### src/rtl/seq_pkg.sv
// Shared types and default preamble for the seq_generator / seq_detector pair.
package seq_pkg;

    typedef enum logic [1:0] {
        IDLE,
        SEND,
        GAP
    } state_t;

    localparam int DEF_PAT_W = 4;
    localparam logic [DEF_PAT_W-1:0] DEF_PATTERN = 4'b1011;

endpackage

### src/rtl/seq_generator_if.sv
// Payload valid/ready handshake into the serial frame generator.
interface seq_generator_if #(
    parameter int DATA_W = 8
);
    logic [DATA_W-1:0] data_in;
    logic              data_valid;
    logic              data_ready;

    modport master (
        output data_in,
        output data_valid,
        input  data_ready
    );

    modport slave (
        input  data_in,
        input  data_valid,
        output data_ready
    );
endinterface

### src/rtl/seq_generator.sv
// Serial frame transmitter: preamble, MSB-first payload, idle-zero gap.
// Define SEQ_GEN_PARITY_EN to append an even-parity bit after the payload.
module seq_generator
    import seq_pkg::*;
#(
    parameter int                PAT_W      = DEF_PAT_W,
    parameter logic [PAT_W-1:0]  PATTERN    = DEF_PATTERN,
    parameter int                DATA_W     = 8,
    parameter int                GAP_CYCLES = 2
) (
    input  logic           clk,
    input  logic           rst,
    seq_generator_if.slave up,
    output logic           seq_out,
    output logic           seq_active,
    output logic           frame_done
);

`ifdef SEQ_GEN_PARITY_EN
    localparam int PAR_W = 1;
`else
    localparam int PAR_W = 0;
`endif
    localparam int LEN = PAT_W + DATA_W + PAR_W;
    localparam int CW  = $clog2(LEN);
    localparam int GW  = (GAP_CYCLES > 1) ? $clog2(GAP_CYCLES) : 1;

    state_t          state_q, state_d;
    logic [CW-1:0]   cnt_q, cnt_d;
    logic [GW-1:0]   gcnt_q, gcnt_d;
    logic [LEN-1:0]  sh_q, sh_d;
    logic [LEN-1:0]  frame_w;
    logic            out_d, act_d, done_d, rdy_q, rdy_d;

`ifdef SEQ_GEN_PARITY_EN
    assign frame_w = {PATTERN, up.data_in, ^up.data_in};
`else
    assign frame_w = {PATTERN, up.data_in};
`endif

    assign up.data_ready = rdy_q;

    // cnt holds the number of frame bits still to come after the one on seq_out
    always_comb begin
        state_d = state_q;
        cnt_d   = cnt_q;
        gcnt_d  = gcnt_q;
        sh_d    = sh_q;
        out_d   = 1'b0;
        act_d   = 1'b0;
        done_d  = 1'b0;
        unique case (state_q)
            IDLE: begin
                if (up.data_valid) begin
                    state_d = SEND;
                    sh_d    = frame_w << 1;
                    out_d   = frame_w[LEN-1];
                    act_d   = 1'b1;
                    cnt_d   = CW'(LEN - 1);
                end
            end
            SEND: begin
                if (cnt_q != '0) begin
                    out_d  = sh_q[LEN-1];
                    sh_d   = sh_q << 1;
                    cnt_d  = cnt_q - 1'b1;
                    act_d  = 1'b1;
                    done_d = (cnt_q == CW'(1));
                end else if (GAP_CYCLES > 0) begin
                    state_d = GAP;
                    gcnt_d  = GW'(GAP_CYCLES - 1);
                end else begin
                    state_d = IDLE;
                end
            end
            GAP: begin
                if (gcnt_q == '0) state_d = IDLE;
                else              gcnt_d  = gcnt_q - 1'b1;
            end
            default: state_d = IDLE;
        endcase
        rdy_d = (state_d == IDLE);
    end

    always_ff @(posedge clk or negedge rst) begin
        if (!rst) begin
            state_q    <= IDLE;
            cnt_q      <= '0;
            gcnt_q     <= '0;
            sh_q       <= '0;
            seq_out    <= 1'b0;
            seq_active <= 1'b0;
            frame_done <= 1'b0;
            rdy_q      <= 1'b1;
        end else begin
            state_q    <= state_d;
            cnt_q      <= cnt_d;
            gcnt_q     <= gcnt_d;
            sh_q       <= sh_d;
            seq_out    <= out_d;
            seq_active <= act_d;
            frame_done <= done_d;
            rdy_q      <= rdy_d;
        end
    end

endmodule

### src/flat_wrapper.sv
// flat-port wrapper written by rule: the top's interface ports become plain ports
module seq_generator_flat import seq_pkg::*;
#(
    parameter int                PAT_W      = DEF_PAT_W,
    parameter logic [PAT_W-1:0]  PATTERN    = DEF_PATTERN,
    parameter int                DATA_W     = 8,
    parameter int                GAP_CYCLES = 2
)
  (clk, rst, seq_out, seq_active, frame_done, up_data_in, up_data_valid, up_data_ready);
  seq_generator_if #(.DATA_W(DATA_W)) up_i ();
  input  logic clk;
  input  logic rst;
  output logic seq_out;
  output logic seq_active;
  output logic frame_done;
  input wire logic [$bits(up_i.data_in)-1:0] up_data_in;
  input wire logic [$bits(up_i.data_valid)-1:0] up_data_valid;
  output wire logic [$bits(up_i.data_ready)-1:0] up_data_ready;
  assign up_i.data_in = up_data_in;
  assign up_i.data_valid = up_data_valid;
  assign up_data_ready = up_i.data_ready;
  seq_generator #(.PAT_W(PAT_W), .PATTERN(PATTERN), .DATA_W(DATA_W), .GAP_CYCLES(GAP_CYCLES)) u_core (.clk(clk), .rst(rst), .up(up_i), .seq_out(seq_out), .seq_active(seq_active), .frame_done(frame_done));
endmodule
### config.mk
export PLATFORM = sky130hd
export DESIGN_NAME = seq_generator_flat
export DESIGN_NICKNAME = d
export VERILOG_FILES = /design/src/rtl/seq_pkg.sv /design/src/rtl/seq_generator_if.sv /design/src/rtl/seq_generator.sv /design/src/flat_wrapper.sv
export SDC_FILE = /design/constraint.sdc
export NUM_CORES = 1
export LEC_CHECK = 0
export CAP_MARGIN = 20
export CORE_MARGIN = 2
export CORE_UTILIZATION = 52
export DETAILED_ROUTE_END_ITERATION = 7
export GPL_TIMING_DRIVEN = 0
export HOLD_SLACK_MARGIN = 0.03
export PLACE_DENSITY_LB_ADDON = 0.25
export SLEW_MARGIN = 20
export SYNTH_ARGS = -nofsm -noshare
export SYNTH_HDL_FRONTEND = slang
export SYNTH_SLANG_ARGS = --single-unit
### constraint.sdc
create_clock -name clk -period 2.1 [get_ports clk]
set_clock_uncertainty 0.15 [all_clocks]
set_input_delay 0.21 -clock clk [delete_from_list [all_inputs] [get_ports clk]]
set_output_delay 0.21 -clock clk [all_outputs]
set_load 0.005 [all_outputs]
==> results of run 1 <==
[state kept, by name, indices dropped and copies added (netlist names)]
signal	cells
u_core.frame_done	1
u_core.seq_out	1
u_core.seq_active	1
u_core.up.data_ready	1
u_core.sh_q	11
u_core.gcnt_q	1
u_core.cnt_q	4
u_core.state_q	2
[layout by cell type, fill, tap and decap left out, types with 2 or more instances in the layout]
cell type,count
sky130_fd_sc_hd__mux2i_1,3
sky130_fd_sc_hd__nor2_1,11
sky130_fd_sc_hd__ha_1,3
sky130_fd_sc_hd__buf_2,2
sky130_fd_sc_hd__o21ai_0,3
sky130_fd_sc_hd__dfrtp_1,20
sky130_fd_sc_hd__inv_1,5
sky130_fd_sc_hd__mux2_4,6
sky130_fd_sc_hd__mux2_2,8
sky130_fd_sc_hd__nand2_1,2
sky130_fd_sc_hd__clkdlybuf4s50_1,13
sky130_fd_sc_hd__a22o_2,2
sky130_fd_sc_hd__clkbuf_4,3
sky130_fd_sc_hd__buf_4,2
[critical path, delay by kind of cell (launching register included)]
kind | cells | cell delay (ns)
simple gates | 1 | 0.17
mux | 1 | 0.30
flops | 1 | 0.43
compound gates | 1 | 0.37
buf+inv | 3 | 0.26
fa+ha+maj | 1 | 0.21
[cells by family after synthesis]
logic type	Yosys count	synth area share
simple gates	19	0.0970
mux	17	0.201
compound gates	11	0.0862
buf+inv	9	0.0515
flops	22	0.528
fa+ha+maj	3	0.0359
[metal layers]
| metal | wire [microns] | up-vias | global-route usage |
|---|---|---|---|
| met1 | 874 | 336 | 0.223 |
| met4 | 46 | 0 | 0.110 |
| met5 | 0 | - | 0 |
| met3 | 41 | 5 | 0.0337 |
| met2 | 851 | 11 | 0.269 |
| li1 | - | 319 | - |
[power by group through the flow]
stage / clock network (uW) / logic, uW / registers (uW)
after CTS: 212 / 867 / 727
after global placement: 0 / 831 / 723
final: 204 / 890 / 732
after detailed placement: 0 / 863 / 736
after global routing: 225 / 978 / 756
after floorplan: 0 / 677 / 710
[layout make-up]
type,count,area (sq um),area share
Sequential cell,22,553,0.437
Multi-Input combinational cell,50,439,0.347
Timing Repair Buffer,17,160,0.126
Tap cell,27,33.8,0.0267
Inverter,7,28.8,0.0227
Clock buffer,4,26.3,0.0208
Buffer,2,25.0,0.0198
[worst min path at each step]
stage                             endpoint  cells past startpoint  slack [ns]
2_1_floorplan  u_core.cnt_q[0]$_DFFE_PN0P_                      0       -0.24
3_3_place_gp   u_core.sh_q[11]$_DFFE_PN0P_                      1        0.33
3_5_place_dp    u_core.sh_q[3]$_DFFE_PN0P_                      1        0.35
4_1_cts          u_core.gcnt_q$_DFFE_PN0P_                      1        0.30
5_1_grt        u_core.state_q[1]$_DFF_PN0_                      2        0.28
6_report         u_core.gcnt_q$_DFFE_PN0P_                      2        0.22
[repair_timing]
| action | CTS | global route |
|---|---|---|
| hold endpoints to repair | 0 | 21 |
| resized for setup | 0 | 2 |
| hold buffers | 0 | 1 |
| endpoints found under the setup margin | 0 | 6 |
| buffers inserted | 0 | 2 |
[metrics by stage]
step                      hold WS [ns]  setup WS (ns)
final                            0.222         0.0867
after global routing             0.280         0.0174
after CTS                        0.301         0.0108
after detailed placement         0.346         0.0596
after global placement           0.331         0.0896
after floorplan                 -0.236          0.187
==> summary.log, run 1 <==
qor: outcome.run_status finished, final reports clean
qor: route.finalWirelength 1810 microns
qor: timing.setup_viol 0
qor: power.share_seq_of_total_power 0.401
qor: hold_path.holdCritPathClass in -> async
qor: setup_path.worst_path_largest_cell_delay 0.43 ns
qor: yosys.yosysMostFrequentCell sky130_fd_sc_hd__dfrtp_1
qor: die.num_rows 16
qor: cts.clk_transition_reported_paths 0.13 ns
qor: power.clock_power_share 0.112
qor: power.power.combinational.fraction 0.487
qor: global_routing.grt_pass1_vias 698
qor: route.drt-wirelength-per-cell 14.1 microns
qor: setup_path.worst-endpoint-arrival 2.06 ns
qor: die.io_pins 15
qor: cts.tritoncts yes
qor: cts.max-clock-path-buffers 2
qor: yosys.top_cell_type_s_share_of_synthesized_area 0.503
qor: power.internal_power 1210 uW
qor: timing.max_freq 0.497 GHz
qor: placement.dp_cells 122
qor: yosys.mean_syn_cell_area 12.9 sq um
qor: cts.cts-root-buf sky130_fd_sc_hd__clkbuf_4
qor: setup_path.worst_setup_path_startpoint u_core.cnt_q[0]$_DFFE_PN0P_
qor: timing.final-max-slew-violation-count 0
qor: global_routing.globalRoute.totalOverflow 0
qor: setup_path.path_cells inv_2, ha_1, nor3b_4, a211o_4, inv_4, buf_12, mux2_4
qor: cts.htree_levels 1
qor: finish.final_standard_cell_area_without_fillers 0.00127 sq mm
qor: setup_path.r2r_cells 7
qor: power.powerDensity 1440 mW/mm^2
qor: setup_path.critical_path.max_fanout 10
qor: cts.clock_insertion_delay_worst_skew 0.31 ns
qor: power.power.static_leakage 0.000609 uW
qor: route.post_drt_via_cell_ratio 5.20
qor: yosys.postSynth.asyncResetShare 1.00
qor: yosys.synth_area 0.00104 sq mm
qor: yosys.yosysSeqAreaShare 0.528
qor: finish.finish.utilization 0.659
qor: finish.drive_gt1_frac 0.304
qor: setup_path.ff2ff_setup_slack 0.09 ns
qor: timing.setup_total_negative_slack 0 ns
qor: yosys.syn-instance-count 81
qor: setup_path.endpoint_kind flop
qor: finish.area_growth 21.2%
qor: route.drc_violation_count_after_routing 0
qor: placement.routability_congestion 0.684
qor: setup_path.worstSetupStartpointType flop
qor: yosys.synthTopCellsByArea sky130_fd_sc_hd__dfrtp_1 (50%), sky130_fd_sc_hd__mux2_2 (8.6%), sky130_fd_sc_hd__mux2_4 (8.6%), sky130_fd_sc_hd__nor2_1 (4.0%), sky130_fd_sc_hd__ha_1 (3.6%)
qor: yosys.synth.distinct_cells 26
qor: timing.rsz0062_at_grt no
qor: cts.cts-buffers-inserted 3
qor: setup_path.reg2reg_from u_core.cnt_q[0]$_DFFE_PN0P_
qor: yosys.seq_cells_post_synth 22
qor: placement.postPlaceCellArea 0.00122 sq mm
qor: yosys.warnings_from_yosys 0
qor: setup_path.crit_required 2.15 ns
qor: global_routing.grt_util_all_layers 0.174
qor: power.netSwitchingFraction 0.335
qor: power.p_sw 612 uW
qor: global_routing.maximum_number_of_pins_on_one_net_before_global_route_repair 23
qor: yosys.dominantRegCellSynth sky130_fd_sc_hd__dfrtp_1
qor: finish.nets 117
qor: power.power.ir.vdd_worst 0.792 mV
qor: route.drt_iter0_markers 9
qor: die.core_area 0.00192 sq mm
qor: route.drt_pass1_iterations 4
qor: route.dr_total_vias 671
qor: placement.placement.io_buffers 14
qor: timing.finalHoldViolCount 0
qor: cts.cts_sinks 22
qor: yosys.nets_in_the_synthesized_netlist 95
qor: yosys.synth_commonest_cells sky130_fd_sc_hd__dfrtp_1 (21), sky130_fd_sc_hd__nor2_1 (11), sky130_fd_sc_hd__mux2_2 (8)
qor: die.die_w 48.8 microns
qor: finish.final_cell_count_no_fill 129
qor: die.die_y 48.8 microns
qor: global_routing.antenna_violations_before_repair 0
qor: finish.num_antenna_cells 0
qor: route.postRouteAntennaNets 0
qor: timing.final.min_clock_period 2.01 ns
qor: die.design.die.area 0.00238 sq mm
qor: finish.layout.filler_cells 170
qor: yosys.yosys.area.top_type sky130_fd_sc_hd__dfrtp_1
qor: power.report.power.total 1830 uW
qor: setup_path.slowest_stage sky130_fd_sc_hd__dfrtp_2
qor: yosys.synth_edf_count 0
qor: die.starting_utilization_of_the_core_area 0.544
qor: global_routing.first_pass_grt_wire_length 3110 microns
qor: setup_path.setup.worst_path.class reg -> reg
qor: job.maxCapViolations 0
qor: setup_path.timing.rr.end u_core.sh_q[4]$_DFFE_PN0P_
qor: setup_path.critical_path.endpoint u_core.sh_q[4]$_DFFE_PN0P_
qor: timing.period_share 0.959
qor: timing.worst_slew_pin_slew 0.597 ns
qor: timing.slew_headroom 0.601
(Power assumes the default switching activity.)
==> inputs of run 2 (changes only) <==
CTS_CLUSTER_DIAMETER = 60   (was default)
==> results of run 2 <==
Final layout, timing and power as in run 1 (identical DEF).
==> inputs of run 3 (changes only) <==
clock period = 2 ns   (was 2.1 ns; I/O delays follow)
==> summary.log, run 3 (synthesized netlist as in run 1, its figures left out) <==
qor: route.drt_iter0_markers 24 [was 9]
qor: cts.clock_insertion_delay_worst_skew 0.31 ns [about the same]
qor: die.die_w 48.8 microns [unchanged]
qor: finish.largest_register_ffs 11 [unchanged]
qor: power.p_sw 648 uW [was 612 uW]
qor: finish.num_antenna_cells 0 [unchanged]
qor: timing.max_freq 0.519 GHz [was 0.497 GHz]
qor: cts.htree_levels 1 [unchanged]
qor: die.num_rows 16 [unchanged]
qor: setup_path.setup.worst_path.class reg -> reg [unchanged]
qor: hold_path.holdCritPathClass in -> async [unchanged]
qor: die.core_area 0.00192 sq mm [unchanged]
qor: power.netSwitchingFraction 0.332 [was 0.335]
qor: power.report.power.total 1950 uW [was 1830 uW]
qor: finish.most_used_cells_in_the_layout_excluding_fill_and_tap_cells sky130_fd_sc_hd__dfrtp_1 (21), sky130_fd_sc_hd__clkdlybuf4s50_1 (13), sky130_fd_sc_hd__nor2_1 (11) [was sky130_fd_sc_hd__dfrtp_1 (20), sky130_fd_sc_hd__clkdlybuf4s50_1 (13), sky130_fd_sc_hd__nor2_1 (11)]
qor: power.powerDensity 1510 mW/mm^2 [was 1440 mW/mm^2]
qor: route.dr_total_vias 682 [was 671]
qor: power.power.static_leakage 0.000622 uW [was 0.000609 uW]
qor: die.design.die.area 0.00238 sq mm [unchanged]
qor: cts.max-clock-path-buffers 2 [unchanged]
qor: timing.layout_setup_ws 0.0720 ns [was 0.0867 ns]
qor: power.power.ir.vdd_worst 0.825 mV [was 0.792 mV]
qor: cts.tritoncts yes [unchanged]
qor: timing.finalHoldViolCount 0 [unchanged]
qor: power.clock_power_share 0.108 [was 0.112]
qor: route.drc_violation_count_after_routing 0 [unchanged]
qor: finish.drive_gt1_frac 0.324 [was 0.304]
qor: global_routing.maximum_number_of_pins_on_one_net_before_global_route_repair 23 [unchanged]
qor: finish.nets 120 [was 117]
qor: finish.reg_top3 u_core.sh_q: 11 flops, u_core.cnt_q: 4 flops, u_core.state_q: 2 flops [unchanged]
qor: placement.pre_cts_slack -0.0404 ns [was 0.0596 ns]
qor: die.starting_utilization_of_the_core_area 0.544 [unchanged]
qor: job.maxCapViolations 0 [unchanged]
qor: finish.layout.filler_cells 164 [was 170]
qor: timing.slew_headroom 0.605 [was 0.601]
qor: power.power.combinational.fraction 0.503 [was 0.487]
qor: setup_path.critical_path.max_fanout 9 [was 10]
qor: outcome.run_status finished, final reports clean [unchanged]
qor: global_routing.first_pass_grt_wire_length 3180 microns [was 3110 microns]
qor: global_routing.grt_pass1_vias 711 [was 698]
qor: setup_path.worstSetupStartpointType flop [unchanged]
qor: placement.routability_congestion 0.684 [unchanged]
qor: global_routing.antenna_violations_before_repair 0 [unchanged]
qor: power.internal_power 1310 uW [was 1210 uW]
qor: timing.final.min_clock_period 1.93 ns [was 2.01 ns]
qor: power.share_seq_of_total_power 0.388 [was 0.401]
qor: route.drt_pass1_iterations 4 [unchanged]
qor: cts.cts_sinks 22 [unchanged]
qor: setup_path.worst-endpoint-arrival 1.98 ns [was 2.06 ns]
qor: cts.cts-buffers-inserted 3 [unchanged]
qor: route.post_drt_via_cell_ratio 5.17 [was 5.20]
qor: timing.worst_slew_pin_slew 0.591 ns [was 0.597 ns]
qor: setup_path.endpoint_kind flop [unchanged]
qor: timing.setup_viol 0 [unchanged]
qor: global_routing.globalRoute.totalOverflow 0 [unchanged]
qor: finish.max_flop_register u_core.sh_q [unchanged]
qor: finish.area_growth 23.5% [was 21.2%]
qor: die.die_y 48.8 microns [unchanged]
qor: route.drt-wirelength-per-cell 13.8 microns [was 14.1 microns]
qor: setup_path.crit_required 2.05 ns [was 2.15 ns]
qor: cts.clk_transition_reported_paths 0.12 ns [was 0.13 ns]
qor: timing.period_share 0.964 [was 0.959]
qor: timing.rsz0062_at_grt no [unchanged]
qor: die.io_pins 15 [unchanged]
qor: route.finalWirelength 1830 microns [was 1810 microns]
qor: global_routing.grt_util_all_layers 0.177 [was 0.174]
qor: placement.placement.io_buffers 14 [unchanged]
qor: route.postRouteAntennaNets 0 [unchanged]
qor: timing.final-max-slew-violation-count 0 [unchanged]
qor: cts.cts-root-buf sky130_fd_sc_hd__clkbuf_4 [unchanged]
qor: finish.layout.cells.most_common sky130_fd_sc_hd__dfrtp_1 [unchanged]
==> run 3: changes by cell type in the layout (fill, tap and decap cells not counted) <==
cell / before / now
sky130_fd_sc_hd__dfrtp_2: 1 / 0
sky130_fd_sc_hd__ha_1: 3 / 2
sky130_fd_sc_hd__ha_2: 0 / 1
sky130_fd_sc_hd__dfrtp_1: 20 / 21
sky130_fd_sc_hd__buf_4: 2 / 5
==> run 3: metal layers <==
layer  global-route usage  vias up  part of all wire
met5                    0        -                 0
met4                0.119        0             0.025
met2                0.267       13              0.47
met3               0.0307        5             0.024
li1                     -      329                 -
met1                0.234      335              0.48
==> run 3: final cells by class <==
cell class	count	area (sq um)	share of cell area
tap	27	33.8	0.0262
clock buffer	4	26.3	0.0204
inverter	7	28.8	0.0223
timing repair buffer	20	183	0.142
buffer	2	25.0	0.0194
multi-input combinational	50	442	0.342
sequential	22	552	0.428
==> run 3: power groups by stage <==
stage / Sequential [uW] / Clock (uW) / Combinational, uW
finish: 759 / 212 / 983
global route: 783 / 236 / 1080
CTS: 757 / 222 / 951
detailed placement: 773 / 0 / 906
global placement: 760 / 0 / 872
floorplan: 745 / 0 / 710
==> run 3: worst max-delay path, stage by stage, from the launching register on <==
cell and delay, ns:
sky130_fd_sc_hd__dfrtp_1 0.39, sky130_fd_sc_hd__inv_1 0.07, sky130_fd_sc_hd__ha_2 0.19, sky130_fd_sc_hd__nor3b_4 0.16
sky130_fd_sc_hd__a211o_4 0.36, sky130_fd_sc_hd__inv_4 0.07, sky130_fd_sc_hd__buf_12 0.13, sky130_fd_sc_hd__mux2_4 0.30
==> run 3: final timing paths <==
path	cells after the start	from	slack (ns)	endpoint
min in group clk	2	up_data_in[0]	0.36	u_core.sh_q[1]$_DFFE_PN0P_
hold reg to reg	1	u_core.sh_q[6]$_DFFE_PN0P_	0.37	u_core.sh_q[6]$_DFFE_PN0P_
hold / removal	2	rst	0.22	u_core.gcnt_q$_DFFE_PN0P_
setup reg to reg	7	u_core.cnt_q[0]$_DFFE_PN0P_	0.07	u_core.sh_q[4]$_DFFE_PN0P_
setup / recovery	7	u_core.cnt_q[0]$_DFFE_PN0P_	0.07	u_core.sh_q[4]$_DFFE_PN0P_
max in group asynchronous	2	rst	1.12	u_core.up.data_ready$_DFF_PN1_
==> run 3: stage by stage <==
step                hold WS (ns)  setup TNS (ns)  instances   util  cell area, sq um
floorplan                 -0.246               0         81      -              1040
global placement           0.331         -0.0476        122  0.634              1220
detailed placement         0.346          -0.212        122  0.634              1220
CTS                        0.291               0        128  0.656              1260
global route               0.270               0        132  0.671              1290
finish                     0.216               0        132  0.671              1290
==> run 3: timing repair <==
action                                 4_1_cts  5_1_grt
setup buffers                                2        3
pin swaps                                    1        1
gates resized for setup                      0        2
hold buffers                                 0        1
endpoints found under the hold margin        0       21
setup endpoints to repair                    6        6
